===== config.mk =====
export PLATFORM = sky130hd
export DESIGN_NAME = dco_period_meter
export DESIGN_NICKNAME = d
export VERILOG_FILES = /design/src/rtl/dco_pkg.sv /design/src/rtl/sync_edge_det.sv /design/src/rtl/dco_period_meter.sv
export SDC_FILE = /design/constraint.sdc
export NUM_CORES = 1
export LEC_CHECK = 0
export CAP_MARGIN = 10
export CORE_ASPECT_RATIO = 1.25
export CORE_UTILIZATION = 30
export DETAILED_ROUTE_END_ITERATION = 8
export DONT_BUFFER_PORTS = 1
export GPL_TIMING_DRIVEN = 0
export PLACE_DENSITY = 0.47
export SETUP_SLACK_MARGIN = 0.4
export SLEW_MARGIN = 15
export SYNTH_ARGS = -nofsm -noshare
export SYNTH_HDL_FRONTEND = slang
export SYNTH_SLANG_ARGS = --single-unit

===== constraint.sdc =====
create_clock -name clk -period 2 [get_ports clk]
set_input_delay 0.1 -clock clk [delete_from_list [all_inputs] [get_ports clk]]
set_output_delay 0.1 -clock clk [all_outputs]
set_load 0.1 [all_outputs]

===== src/rtl/dco_pkg.sv =====
// Definitions shared by the DCO generator and the DCO period meter:
// half-period/code table, no-signal interval, FSM states and the table decoder.
package dco_pkg;

  localparam logic [7:0] IV_CODE0     = 8'd4;
  localparam logic [7:0] IV_CODE1     = 8'd5;
  localparam logic [7:0] IV_CODE2     = 8'd6;
  localparam logic [7:0] IV_CODE3     = 8'd7;
  localparam logic [7:0] IV_CODE4     = 8'd8;
  localparam logic [7:0] IV_CODE5     = 8'd9;
  localparam logic [7:0] IV_CODE6     = 8'd10;
  localparam logic [7:0] IV_CODE7     = 8'd11;
  localparam logic [7:0] IV_NO_SIGNAL = 8'd51;

  localparam logic [7:0] CODE0          = 8'h01;
  localparam logic [7:0] CODE1          = 8'h02;
  localparam logic [7:0] CODE2          = 8'h04;
  localparam logic [7:0] CODE3          = 8'h08;
  localparam logic [7:0] CODE4          = 8'h10;
  localparam logic [7:0] CODE5          = 8'h20;
  localparam logic [7:0] CODE6          = 8'h40;
  localparam logic [7:0] CODE7          = 8'h80;
  localparam logic [7:0] CODE_NO_SIGNAL = 8'h00;

  typedef enum logic [1:0] {
    ST_IDLE    = 2'd0,
    ST_MEASURE = 2'd1,
    ST_LOCKED  = 2'd2
  } dco_state_e;

  typedef struct packed {
    logic       hit;
    logic [7:0] code;
  } dco_decode_t;

  function automatic dco_decode_t decode_interval(input logic [7:0] interval);
    dco_decode_t d;
    d.hit  = 1'b1;
    d.code = CODE_NO_SIGNAL;
    case (interval)
      IV_CODE0:     d.code = CODE0;
      IV_CODE1:     d.code = CODE1;
      IV_CODE2:     d.code = CODE2;
      IV_CODE3:     d.code = CODE3;
      IV_CODE4:     d.code = CODE4;
      IV_CODE5:     d.code = CODE5;
      IV_CODE6:     d.code = CODE6;
      IV_CODE7:     d.code = CODE7;
      IV_NO_SIGNAL: d.code = CODE_NO_SIGNAL;
      default: begin
        d.hit  = 1'b0;
        d.code = CODE_NO_SIGNAL;
      end
    endcase
    return d;
  endfunction

endpackage


===== src/rtl/sync_edge_det.sv =====
// Multi-flop synchronizer for an asynchronous input plus a one-cycle pulse
// on every rising or falling edge of the synchronized level.
module sync_edge_det #(
  parameter int STAGES = 2
) (
  input  logic clk,
  input  logic rst_n,
  input  logic clr,
  input  logic d,
  output logic any_edge
);

  logic [STAGES-1:0] sync_r;
  logic              prev_r;

  // Synchronizer chain and previous-level flop; clr restarts from a known low level.
  always_ff @(posedge clk or negedge rst_n) begin
    if (!rst_n) begin
      sync_r <= '0;
      prev_r <= 1'b0;
    end else if (clr) begin
      sync_r <= '0;
      prev_r <= 1'b0;
    end else begin
      sync_r <= {sync_r[STAGES-2:0], d};
      prev_r <= sync_r[STAGES-1];
    end
  end

  assign any_edge = sync_r[STAGES-1] ^ prev_r;

endmodule


===== src/rtl/dco_period_meter.sv =====
// Measures the edge-to-edge interval of a DCO output, decodes it to the
// one-hot DCO code, and tracks lock, decode errors and loss of signal.
module dco_period_meter
  import dco_pkg::*;
#(
  parameter int SYNC_STAGES = 32'sd2,
  parameter int LOCK_COUNT  = 32'sd4,
  parameter int TIMEOUT     = 32'sd255
) (
  input  logic       clk,
  input  logic       rst_n,
  input  logic       ena,
  input  logic       clr,
  input  logic       sig_in,
  output logic [7:0] code_out,
  output logic [7:0] half_period,
  output logic       code_valid,
  output logic       locked,
  output logic       err,
  output logic       timeout
);

  localparam logic [3:0] LOCK_CNT    = 4'(LOCK_COUNT);
  localparam logic [7:0] TIMEOUT_CNT = 8'(TIMEOUT);

  dco_state_e  state_r, state_n, cur_state;
  logic        ena_d_r;
  logic [7:0]  cnt_r, cnt_n;
  logic [3:0]  match_r, match_n, match_inc;
  logic [7:0]  code_r, code_n;
  logic [7:0]  hp_r, hp_n;
  logic        valid_r, valid_n;
  logic        err_r, err_n;
  logic        locked_r, locked_n;
  logic        tmo_r, tmo_n;
  logic        any_edge;
  dco_decode_t dec;

  sync_edge_det #(
    .STAGES (SYNC_STAGES)
  ) u_sync (
    .clk      (clk),
    .rst_n    (rst_n),
    .clr      (clr),
    .d        (sig_in),
    .any_edge (any_edge)
  );

  // The first enabled cycle after a freeze behaves as IDLE so stale intervals are never captured.
  assign cur_state = ena_d_r ? state_r : ST_IDLE;
  assign dec       = decode_interval(cnt_r);
  assign match_inc = (match_r >= LOCK_CNT) ? LOCK_CNT : match_r + 4'd1;

  // Next-state, interval counter and output decisions.
  always_comb begin
    state_n  = state_r;
    cnt_n    = cnt_r;
    match_n  = match_r;
    code_n   = code_r;
    hp_n     = hp_r;
    valid_n  = 1'b0;
    err_n    = 1'b0;
    locked_n = locked_r;
    tmo_n    = tmo_r;
    if (!ena) begin
      state_n = state_r;
    end else if (any_edge) begin
      cnt_n = 8'd1;
      tmo_n = 1'b0;
      case (cur_state)
        ST_IDLE: begin
          state_n = ST_MEASURE;
          match_n = 4'd0;
        end
        ST_MEASURE, ST_LOCKED: begin
          hp_n = cnt_r;
          if (dec.hit) begin
            code_n   = dec.code;
            valid_n  = 1'b1;
            match_n  = (dec.code == code_r) ? match_inc : 4'd1;
            locked_n = (match_n == LOCK_CNT);
            state_n  = locked_n ? ST_LOCKED : ST_MEASURE;
          end else begin
            err_n    = 1'b1;
            match_n  = 4'd0;
            locked_n = 1'b0;
            state_n  = ST_MEASURE;
          end
        end
        default: state_n = ST_IDLE;
      endcase
    end else if ((cur_state != ST_IDLE) && (cnt_r == TIMEOUT_CNT)) begin
      tmo_n    = 1'b1;
      locked_n = 1'b0;
      code_n   = CODE_NO_SIGNAL;
      match_n  = 4'd0;
      state_n  = ST_IDLE;
    end else if (cur_state != ST_IDLE) begin
      state_n = cur_state;
      cnt_n   = (cnt_r == 8'hFF) ? cnt_r : cnt_r + 8'd1;
    end else begin
      state_n = ST_IDLE;
    end
  end

  // State and registered outputs; clr gives the same values as reset.
  always_ff @(posedge clk or negedge rst_n) begin
    if (!rst_n) begin
      state_r  <= ST_IDLE;
      ena_d_r  <= 1'b0;
      cnt_r    <= 8'd0;
      match_r  <= 4'd0;
      code_r   <= 8'h00;
      hp_r     <= 8'h00;
      valid_r  <= 1'b0;
      err_r    <= 1'b0;
      locked_r <= 1'b0;
      tmo_r    <= 1'b0;
    end else if (clr) begin
      state_r  <= ST_IDLE;
      ena_d_r  <= 1'b0;
      cnt_r    <= 8'd0;
      match_r  <= 4'd0;
      code_r   <= 8'h00;
      hp_r     <= 8'h00;
      valid_r  <= 1'b0;
      err_r    <= 1'b0;
      locked_r <= 1'b0;
      tmo_r    <= 1'b0;
    end else begin
      state_r  <= state_n;
      ena_d_r  <= ena;
      cnt_r    <= cnt_n;
      match_r  <= match_n;
      code_r   <= code_n;
      hp_r     <= hp_n;
      valid_r  <= valid_n;
      err_r    <= err_n;
      locked_r <= locked_n;
      tmo_r    <= tmo_n;
    end
  end

  assign code_out    = code_r;
  assign half_period = hp_r;
  assign code_valid  = valid_r;
  assign locked      = locked_r;
  assign err         = err_r;
  assign timeout     = tmo_r;

endmodule


==> summary.txt, run 1 <==
Finish
  • Total Nets Final: 264
  • Fillers: 640
  • N_diodes: 0
  • Layout cell share with drive strength beyond 1: between 40% and 50%
  • Area grow syn2layout: 46.9%
  • Final Instance Area: ~3000 sq um
  • Fin cells: 340

Power and ir drop
  • Total Power: ~1.9 mW
  • Net Sw Frac: a little under a third
  • Net Sw Power: roughly 0.6 mW
  • Internal power: between 1 and 1.5 mW
  • Gate power share: 23.2%
  • Clock power frac: approximately 30%
  • Register share of total power: a little under half
  • LEAKAGE: between 1 and 1.5 nW
  • Cell Pwr Density: about 630 nW/um^2
  • Peak supply drop: around 330 uV

Global route
  • Met1 Track Usage GR: between 10% and 20%
  • Vias in the first global route: between 1,500 and 2,000
  • Initial antenna violation count: 0
  • Global-route wire length before repair: between 8000 and 9000 um
  • GRT Total Usage: between 15 and 20%
  • GRT busiest layer: met2
  • Met2 usage: roughly a quarter
  • GRT met3 Usage: under 10%
  • Largest net degree at the start of global routing: 39
  • Global route overflow: 0

Yosys
  • Net count after synthesis: roughly 220
  • Flops & latches, synth: 38
  • Seq/Total Area, Yosys: 46.1%
  • Distinct cells, synth: 56
  • Cell Area, Synth: a little over 2000 sq um
  • Yosys warns: 0
  • Mapped Avg Cell Area: approximately 10 sq um
  • Async set or reset register ratio after synthesis: 100%
  • Number of synthesized flops with an enable pin: 0
  • Primary FF master, synth: dfrtp_1
  • Post-Syn Instances: about 210

Routing
  • Via density: roughly 5.1
  • Initial DRC count: 95
  • DRC: 0
  • Post-route ant nets: 0
  • WL/cell: 16.2 um
  • Routed WL: about 5500 um
  • DRT Pass-1 Iters: 4
  • Via count: about 1,700

CTS
  • TritonCTS Sinks: 38
  • CTS tree: yes
  • CTS buffer count: 5
  • Clk root buf: clkbuf_8
  • H-tree levels: 2
  • Clock Pin Slew Worst Setup and Hold Paths: 0.08 ns
  • Clk buf depth: 2
  • Skew-Pair Late Insertion Delay: a little under 0.3 ns

Setup path
  • Crit-path slowest cell: dfrtp_2
  • Worst path depth: 11
  • Cell family with most CP delay: compound AO/OA/AOI/OAI gates
  • Worst path max stage delay: roughly 0.42 ns
  • Worst Path Required: 2.18 ns
  • Critical Path Fanout Max: 5
  • CP startpoint kind: register
  • Worst R2R Path Depth: 11
  • Worst-path cell chain: inv_4 -> ha_4 -> buf_8 -> nor4bb_4 -> a31o_2 -> a22oi_2 -> a2111oi_4 -> buf_4 -> buf_6 -> a31oi_2 -> o32a_1
  • CP Data Arrival Time: around 2.5 ns
  • Crit Path Category: register to register
  • Kind of end point of the critical path: register
  • Buf+Inv Stages, Crit Path: 4

Floorplan
  • Die W: around 76 um
  • CORE AREA: 6610 sq um
  • Vert. Die Dim: approximately 95 um
  • Die ar.: ~7000 sq um
  • Ports: 25
  • Row cnt: 33
  • Initial Util: between 30% and 40%

Timing
  • Slew Limit Fails: 0
  • Highest Clock Rate: between 400 and 500 MHz
  • Unrepaired setup endpoints after global routing: yes
  • Skew final: 0.00761 ns
  • Slew HR: 30.5%
  • Sum Neg Setup Slack: -3.33 ns
  • # setup viols final: 15
  • Fin crit period: 2.31 ns
  • Slew @ Worst Pin: around 1.0 ns
  • Final Hold Vio Count: 0
  • Final worst slack: -0.310 ns
  • Fin crit share: 116%

Min path
  • Worst min path class: input port to async pin

Run status
  • Failing checks: setup timing
  • Status: complete, but fails checks

Placed design
  • HPWL Detailed: around 3400 um
  • Cell count after placement: approximately 300
  • Pre-CTS setup slack: -0.476 ns
  • Port Buffer Count: 0
  • Placed Area: 2250 sq um
  • GPL Wtd Cong: roughly 0.75

Job
  • Maxcap violations: 0
==> worst register-to-register path, cell delays in order, from the launching register on <==
cell and delay, ns:
dfrtp_2 0.42, inv_4 0.07, ha_4 0.16, buf_8 0.12
nor4bb_4 0.26, a31o_2 0.14, a22oi_2 0.08, a2111oi_4 0.39
buf_4 0.19, buf_6 0.10, a31oi_2 0.10, o32a_1 0.19
==> metrics by stage <==
step / hold WS [ns] / util, %
after floorplan: -0.196 / -
after global placement: -0.195 / 34.0
after detailed placement: -0.195 / 34.0
after CTS: 0.294 / 41.1
after global routing: 0.309 / 45.8
final: 0.282 / 45.8
==> layout make-up <==
type / count / area [sq um] / share of cell area, %
multi-input cells: 151 / 1380 / 45.7
flip-flops and latches: 38 / 966 / 31.9
repair buffers: 40 / 370 / 12.2
well taps: 87 / 109 / 3.60
clock buffers: 6 / 82.6 / 2.73
plain buffers: 9 / 75.1 / 2.48
inverters: 7 / 28.8 / 0.951
clock inverters: 2 / 12.5 / 0.413
==> timing repair <==
item	CTS	global route
setup endpoints to repair	34	34
resized for setup	38	50
pin swaps	18	17
endpoints found under the hold margin	41	0
buffers inserted	18	16
gates cloned	1	1
hold buffers	4	0
==> final timing paths <==
path                                                 start                          to  slack [ns]
worst min-delay path                                 rst_n      match_r[2]$_DFFE_PN0P_        0.28
worst max-delay path                  cnt_r[1]$_DFFE_PN0P_      state_r[0]$_DFFE_PN0N_       -0.31
max in group asynchronous                            rst_n     code_out[1]$_DFFE_PN0P_        1.51
worst max register to register        cnt_r[1]$_DFFE_PN0P_      state_r[0]$_DFFE_PN0N_       -0.31
worst min register to register  u_sync.sync_r[0]$_DFF_PN0_  u_sync.sync_r[1]$_DFF_PN0_        0.48
min in group clk                                       clr           ena_d_r$_DFF_PN0_        0.31
==> layout by cell type (no fill, tap or decap), types with 3 or more instances in the layout <==
cell type	synthesis	layout
dfrtp_1	38	26
buf_4	0	26
nor2_1	18	14
dfrtp_2	0	12
nand2_1	19	11
buf_6	0	10
a32o_1	9	9
o21ai_1	1	8
nand2_2	0	7
nand2b_1	6	6
clkbuf_8	0	6
inv_1	7	5
nor2b_1	8	5
and3_1	4	3
buf_8	0	3
xnor2_1	4	3
nand4_1	3	3
nor2_4	0	3
nand3_1	4	3
o21ai_0	13	3
ha_1	7	3
ha_4	0	3
dlygate4sd3_1	0	3
==> synth_stat cells, drive strengths merged (2+ instances only) <==
master | number | area share [%]
nor4bb | 2 | 0.97
a32o | 9 | 4.4
nand2b | 6 | 1.8
ha | 7 | 4.2
xnor2 | 4 | 1.7
xor2 | 4 | 1.7
nand3 | 4 | 0.97
nor2 | 18 | 3.3
nand4 | 3 | 0.91
nor2b | 8 | 2.4
nor4 | 2 | 1.3
inv | 7 | 1.3
a21o | 2 | 0.73
o211ai | 2 | 0.73
a31oi | 3 | 0.91
a21oi | 3 | 0.73
and3 | 5 | 1.6
nand2 | 19 | 3.5
o31ai | 4 | 1.7
o41ai | 2 | 1.2
dfrtp | 38 | 46
or2 | 2 | 0.61
and2 | 5 | 1.6
buf | 2 | 0.49
o21ai | 15 | 3.8
clkbuf | 7 | 1.3
==> state kept, by name, summed over array words and instances, names as in the netlist <==
name           cells
cnt_r              8
code_out           8
code_valid         1
ena_d_r            1
err                1
half_period        8
locked             1
match_r            4
state_r            2
timeout            1
u_sync.prev_r      1
u_sync.sync_r      2
==> routing by layer <==
layer	vias up	wire, um	share of wire, %
li1	846	-	-
met1	865	2440	44
met2	30	2800	51
met3	5	227	4.1
met4	0	40	0.73
met5	-	0	0
==> power by group through the flow <==
stage | Clock [mW] | Sequential (mW) | Combinational, mW
finish | 0.568 | 0.887 | 0.440
global route | 0.621 | 0.891 | 0.475
CTS | 0.594 | 0.882 | 0.324
detailed placement | 0 | 0.896 | 0.216
global placement | 0 | 0.896 | 0.216
floorplan | 0 | 0.891 | 0.167
==> cells by family (layout without fill, tap and decap cells) <==
family	count (synthesis)	in the layout	share of synthesized area, %
AOI/OAI and AO/OA	55	55	21.5
xor gates and xnor gates	8	8	3.40
adders and majority gates	7	7	4.25
buffers and inverters	16	64	3.04
DFF	38	38	46.1
muxes	1	1	0.486
and+or+nand+nor	80	80	21.2
No activity file was read; power rests on OpenSTA's default activity.
==> inputs of run 2 (changes only) <==
Settings changed: CORE_ASPECT_RATIO 1.25 to 1.75, CORE_UTILIZATION 30 to 50, PLACE_DENSITY 0.47 to 0.7.
==> summary.txt, run 2 (same netlist as run 1, synthesis figures left out) <==
Routing
  • Post-route ant nets: 0
  • DRT Pass-1 Iters: 4
  • Initial DRC count: 51
  • WL/cell: 20.1 um
  • Via density: around 6.3
  • Routed WL: between 5000 and 6000 um
  • DRC: 0
  • Via count: around 1,800

CTS
  • TritonCTS Sinks: 38
  • H-tree levels: 2
  • Clk root buf: clkbuf_8
  • Clk buf depth: 2
  • CTS buffer count: 5
  • Skew-Pair Late Insertion Delay: around 0.30 ns
  • Clock Pin Slew Worst Setup and Hold Paths: approximately 0.080 ns
  • CTS tree: yes

Timing
  • Sum Neg Setup Slack: -4.34 ns
  • Final Hold Vio Count: 0
  • Slew HR: about a third
  • Slew @ Worst Pin: 1.00 ns
  • Slew Limit Fails: 0
  • Final worst slack: -0.389 ns
  • # setup viols final: 18
  • Unrepaired setup endpoints after global routing: yes
  • Fin crit period: 2.39 ns
  • Fin crit share: 119%
  • Skew final: slightly below 0.009 ns
  • Highest Clock Rate: 419 MHz

Finish
  • Commonest non-fill, non-tap cell in the layout: dfrtp_1
  • Final Instance Area: around 2900 sq um
  • Commonest non-fill, non-tap cells in the layout: dfrtp_1, buf_4, nand2_1, nor2_1, dfrtp_2
  • N_diodes: 0
  • Finished Core Util: between 70% and 80%
  • Total Nets Final: ~260
  • Fin cells: between 200 and 300
  • Area grow syn2layout: 41.5%
  • Layout cell share with drive strength beyond 1: between 40 and 50%

Setup path
  • Worst-path cell chain: nor4_4 -> buf_4 -> and2_4 -> a22oi_2 -> a2111oi_4 -> buf_4 -> o311ai_1 -> a32o_1
  • Worst R2R Start: cnt_r[7]$_DFFE_PN0P_
  • Worst Path Required: approximately 2.2 ns
  • Crit Path Category: register to register
  • Kind of end point of the critical path: register
  • Critical Path Fanout Max: 4
  • CP Data Arrival Time: between 2 and 3 ns
  • CP startpoint kind: register
  • Worst R2R Path Depth: 8
  • Reg2reg end: match_r[0]$_DFFE_PN0P_
  • Crit-path slowest cell: dfrtp_2
  • Reg-to-reg slack, setup: -0.39 ns
  • Crit-path most repeated cell: buf_4
  • Worst path max stage delay: between 0.4 and 0.5 ns

Run status
  • Status: complete, but fails checks
  • Failing checks: setup timing

Min path
  • Hold depth: 2
  • Hold wc startpoint: clr
  • Worst min path class: input port to register
  • Hold endpoint: ena_d_r$_DFF_PN0_

Placed design
  • HPWL Detailed: approximately 3200 um
  • Cell count after placement: roughly 250
  • Placed Area: between 2000 and 2500 sq um
  • Port Buffer Count: 0
  • GPL Wtd Cong: 0.910

Floorplan
  • Die ar.: approximately 4400 sq um
  • Initial Util: 52.8%
  • Vert. Die Dim: 86.9 um
  • Ports: 25
  • Die W: 50.5 um
  • Row cnt: 30
  • CORE AREA: between 3000 and 4000 sq um

Global route
  • Met1 Track Usage GR: slightly below 30%
  • Global route overflow: 0
  • GRT met3 Usage: under 10%
  • Largest net degree at the start of global routing: 39
  • Met2 usage: 48.4%
  • Global-route wire length before repair: about 9000 um
  • Vias in the first global route: 1,891
  • GRT busiest layer: met2
  • GRT Total Usage: roughly 28%
  • Initial antenna violation count: 0

Job
  • Maxcap violations: 0

Power and ir drop
  • LEAKAGE: roughly 1.2 nW
  • Peak supply drop: 912 uV
  • Total Power: around 2.1 mW
  • Cell Pwr Density: 715 nW/um^2
## run 2: cell types whose count changed in the layout (fill, tap and decap cells not counted), sizes merged
cell / delta
bufinv: +2
clkbuf: +1
clkinvlp: -1
buf: -8
## run 2: layout make-up
type,instances,area [sq um]
Buffer,9,70.1
Inverter,7,28.8
Tap cell,48,60.1
Fill cell,251,987
Sequential cell,38,965
Timing Repair Buffer,34,302
Clock buffer,5,68.8
Multi-Input combinational cell,151,1350
Clock inverter,3,68.8
## run 2: worst max path at each step
stage	from	end	slack [ns]	depth (start not counted)
6_report	cnt_r[7]$_DFFE_PN0P_	match_r[0]$_DFFE_PN0P_	-0.39	8
3_3_place_gp	cnt_r[6]$_DFFE_PN0P_	match_r[1]$_DFFE_PN0P_	-0.42	6
2_1_floorplan	cnt_r[1]$_DFFE_PN0P_	code_out[3]$_DFFE_PN0P_	-0.14	8
4_1_cts	cnt_r[0]$_DFFE_PN0P_	match_r[0]$_DFFE_PN0P_	-0.23	8
5_1_grt	cnt_r[7]$_DFFE_PN0P_	match_r[2]$_DFFE_PN0P_	-0.44	8
3_5_place_dp	cnt_r[0]$_DFFE_PN0P_	match_r[1]$_DFFE_PN0P_	-0.46	8
## run 2: worst max-delay path, delay by kind of cell (launching register included)
kind	cells	cell delay (ns)
AO/OA/AOI/OAI	4	0.85
buffers and inverters	2	0.39
flip-flops	1	0.44
AND/OR/NAND/NOR	2	0.59
## run 2: power breakdown
part	leakage [nW]	switching, mW	internal [mW]
sequential	0.504	0.0928	0.791
clock	0.0683	0.284	0.500
combinational	0.649	0.222	0.197
## run 2: repair_timing
action | 4_1_cts | 5_1_grt
gates cloned | 1 | 0
hold endpoints to repair | 41 | 0
endpoints found under the setup margin | 34 | 34
buffers inserted | 19 | 10
resized for setup | 50 | 24
hold buffers | 4 | 0
pin swaps | 22 | 19
## run 2: metal layers
metal	part of all wire (%)	wire [um]	up-vias
met2	55	3250	77
met5	0	0	-
met4	4.5	269	0
met1	36	2140	920
li1	-	-	827
met3	4.5	266	25
## run 2: metrics by stage
stage / worst slack [ns] / hold slack (ns)
floorplan: -0.135 / -0.196
global placement: -0.417 / -0.195
detailed placement: -0.458 / -0.195
CTS: -0.235 / 0.272
global route: -0.439 / 0.326
finish: -0.389 / 0.271
==> inputs of run 3 (changes only) <==
Settings changed: ABC_AREA set to 1.
==> summary.txt, run 3 <==
Run status
  • Status: finished clean

Setup path
  • Crit-path most repeated cell: a21oi_4
  • Kind of end point of the critical path: register
  • Worst Path Required: 2.22 ns
  • CP Data Arrival Time: about 2.1 ns
  • Critical Path Fanout Max: 5
  • Crit-path slowest cell: dfrtp_2
  • Worst path max stage delay: between 0.4 and 0.5 ns
  • CP startpoint kind: register
  • Crit Path Category: register to register
  • Worst-path cell chain: ha_4 -> nand3_4 -> nor4_4 -> nand2_1 -> a21oi_4 -> o21ai_4 -> a21oi_4 -> buf_6 -> nand3_2 -> o21ai_2

Power and ir drop
  • Gate power share: between 20 and 25%
  • Internal power: 1.25 mW
  • Cell Pwr Density: about 650 nW/um^2
  • Net Sw Power: ~0.64 mW
  • Net Sw Frac: approximately a third
  • Clock power frac: roughly 30%
  • LEAKAGE: 1.31 nW
  • Register share of total power: 48.4%
  • Peak supply drop: roughly 630 uV

Timing
  • Skew final: a little over 0.01 ns
  • Highest Clock Rate: around 520 MHz
  • Slew HR: approximately two fifths
  • Unrepaired setup endpoints after global routing: yes
  • Fin crit period: between 1.5 and 2 ns
  • Final Hold Vio Count: 0
  • # setup viols final: 0
  • Slew @ Worst Pin: roughly 0.91 ns
  • Fin crit share: between 90% and 100%
  • Slew Limit Fails: 0

Yosys
  • Cell Area, Synth: about 2100 sq um
  • Mapped Avg Cell Area: 7.81 sq um
  • Primary FF master, synth: dfrtp_1
  • Synth cell count leaders: nand2_1, dfrtp_1, nor2_1, inv_1, o21ai_0
  • Synth area leaders: dfrtp_1, nand2_1, nor2_1
  • Top-area cell type share of the netlist area: about 45%
  • Flops & latches, synth: 38
  • Top-count cell post-synth: nand2_1
  • Post-Syn Instances: 272
  • Yosys warns: 0
  • Number of synthesized flops with an enable pin: 0
  • Distinct cells, synth: 29
  • Biggest area consumer among synthesized cells: dfrtp_1
  • Async set or reset register ratio after synthesis: between 90% and 100%
  • Net count after synthesis: roughly 280
  • Seq/Total Area, Yosys: between 40% and 50%

Floorplan
  • Row cnt: 31
  • CORE AREA: between 4000 and 5000 sq um
  • Vert. Die Dim: 88.2 um
  • Ports: 25
  • Initial Util: 51.7%
  • Die ar.: 4520 sq um
  • Die W: roughly 51 um

Finish
  • Area grow syn2layout: 35.6%
  • Total Nets Final: roughly 320
  • N_diodes: 0
  • Commonest non-fill, non-tap cells in the layout: nand2_1, inv_1, nor2_1, dfrtp_1, buf_4
  • Fillers: 312
  • Multi-input logic area: between 1000 and 1500 sq um
  • Finished Core Util: a little over two thirds
  • Commonest non-fill, non-tap cell in the layout: nand2_1
  • Layout cell share with drive strength beyond 1: 38.4%
  • Register Area: a little under 1000 sq um
  • Fin cells: between 300 and 400

Placed design
  • HPWL Detailed: between 3000 and 4000 um
  • Cell count after placement: ~320
  • GPL Wtd Cong: between 0.8 and 0.9
  • Port Buffer Count: 0

Routing
  • Via density: roughly 5.6
  • Via count: 1,999
  • Post-route ant nets: 0
  • Initial DRC count: 76
  • Routed WL: 5660 um
  • WL/cell: ~16 um
  • DRC: 0
  • DRT Pass-1 Iters: 4

CTS
  • CTS buffer count: 5
  • Clock Pin Slew Worst Setup and Hold Paths: approximately 0.080 ns
  • H-tree levels: 2
  • Skew-Pair Late Insertion Delay: ~0.3 ns
  • CTS tree: yes
  • TritonCTS Sinks: 38
  • Clk buf depth: 2
  • Clk root buf: clkbuf_8

Global route
  • Vias in the first global route: 2,077
  • Initial antenna violation count: 0
  • Global route overflow: 0
  • GRT Total Usage: roughly 27%
  • Largest net degree at the start of global routing: 39
  • Global-route wire length before repair: 9170 um

Job
  • Maxcap violations: 0

Min path
  • Worst min path class: input port to register
run 3: changes by cell type in the layout (fill, tap and decap cells not counted), sizes merged, moves of 12 or more:
cell | previous run | this run
nand3 | 4 | 19
nand2 | 19 | 59
o21ai | 15 | 27
a21oi | 3 | 16
inv | 7 | 36
nor2 | 18 | 38
run 3: cells by family (layout without fill, tap and decap cells):
family,count (synthesis),count (layout),share of synthesized area (%)
compound gates,55,55,16.1
fa+ha+maj,7,7,4.12
buf+inv,44,81,8.77
flops,38,38,44.8
simple gates,128,129,26.2
run 3: power by group through the flow:
stage	logic [mW]	clock network, mW	registers (mW)
CTS	0.355	0.567	0.911
detailed placement	0.241	0	0.931
global route	0.446	0.597	0.915
floorplan	0.191	0	0.926
global placement	0.234	0	0.931
finish	0.410	0.562	0.911
run 3: metal layers:
metal	track usage [%]	share of wire (%)	up-vias
met4	16.2	4.9	0
met5	0	0	-
met1	27.6	37	959
li1	-	-	967
met2	49.3	55	51
met3	6.70	3.5	22
run 3: through the flow:
step	area (sq um)	total power, mW	hold WS (ns)	TNS (ns)	worst slack, ns
floorplan	2220	1.12	-0.196	0	0.301
global placement	2280	1.16	-0.195	0	0.00322
detailed placement	2280	1.17	-0.195	-0.00821	-0.00821
CTS	2690	1.83	0.0567	0	0.130
global route	2880	1.96	0.0383	-0.131	-0.0375
finish	2880	1.88	0.0222	0	0.0872
run 3: critical path: cells and delay by family, from the launching register on:
| kind | cells | cell delay [ns] |
|---|---|---|
| AOI/OAI and AO/OA | 4 | 0.56 |
| adders and majority gates | 1 | 0.20 |
| buffers and inverters | 1 | 0.18 |
| DFF | 1 | 0.44 |
| and+or+nand+nor | 4 | 0.46 |
run 3: path summary, 6_finish.rpt:
path | startpoint | endpoint | slack [ns] | cells past startpoint
min | ena | locked$_DFFE_PN0P_ | 0.02 | 2
max reg2reg | cnt_r[0]$_DFFE_PN0P_ | code_out[5]$_DFFE_PN0P_ | 0.09 | 10
min reg2reg | u_sync.sync_r[0]$_DFF_PN0_ | u_sync.sync_r[1]$_DFF_PN0_ | 0.48 | 2
max | cnt_r[0]$_DFFE_PN0P_ | code_out[5]$_DFFE_PN0P_ | 0.09 | 10
max in group asynchronous | rst_n | cnt_r[5]$_DFFE_PN0P_ | 1.53 | 2
min in group asynchronous | rst_n | code_out[4]$_DFFE_PN0P_ | 0.25 | 2
run 3: area by class of cell:
| class | instances | share of cell area (%) |
|---|---|---|
| Buffer | 8 | 2.26 |
| Multi-Input combinational cell | 191 | 45.0 |
| Inverter | 36 | 5.13 |
| Clock inverter | 1 | 0.174 |
| Tap cell | 49 | 2.13 |
| Timing Repair Buffer | 29 | 8.77 |
| Sequential cell | 38 | 33.5 |
| Clock buffer | 7 | 3.00 |
run 3: what timing repair did:
item                                    in CTS  in global routing
hold buffers                                 4                  0
resized for setup                           39                 44
endpoints found under the hold margin       40                  0
buffers inserted                            20                  4
endpoints found under the setup margin      31                 32
pin swaps                                   13                 20
gates cloned                                 2                  0
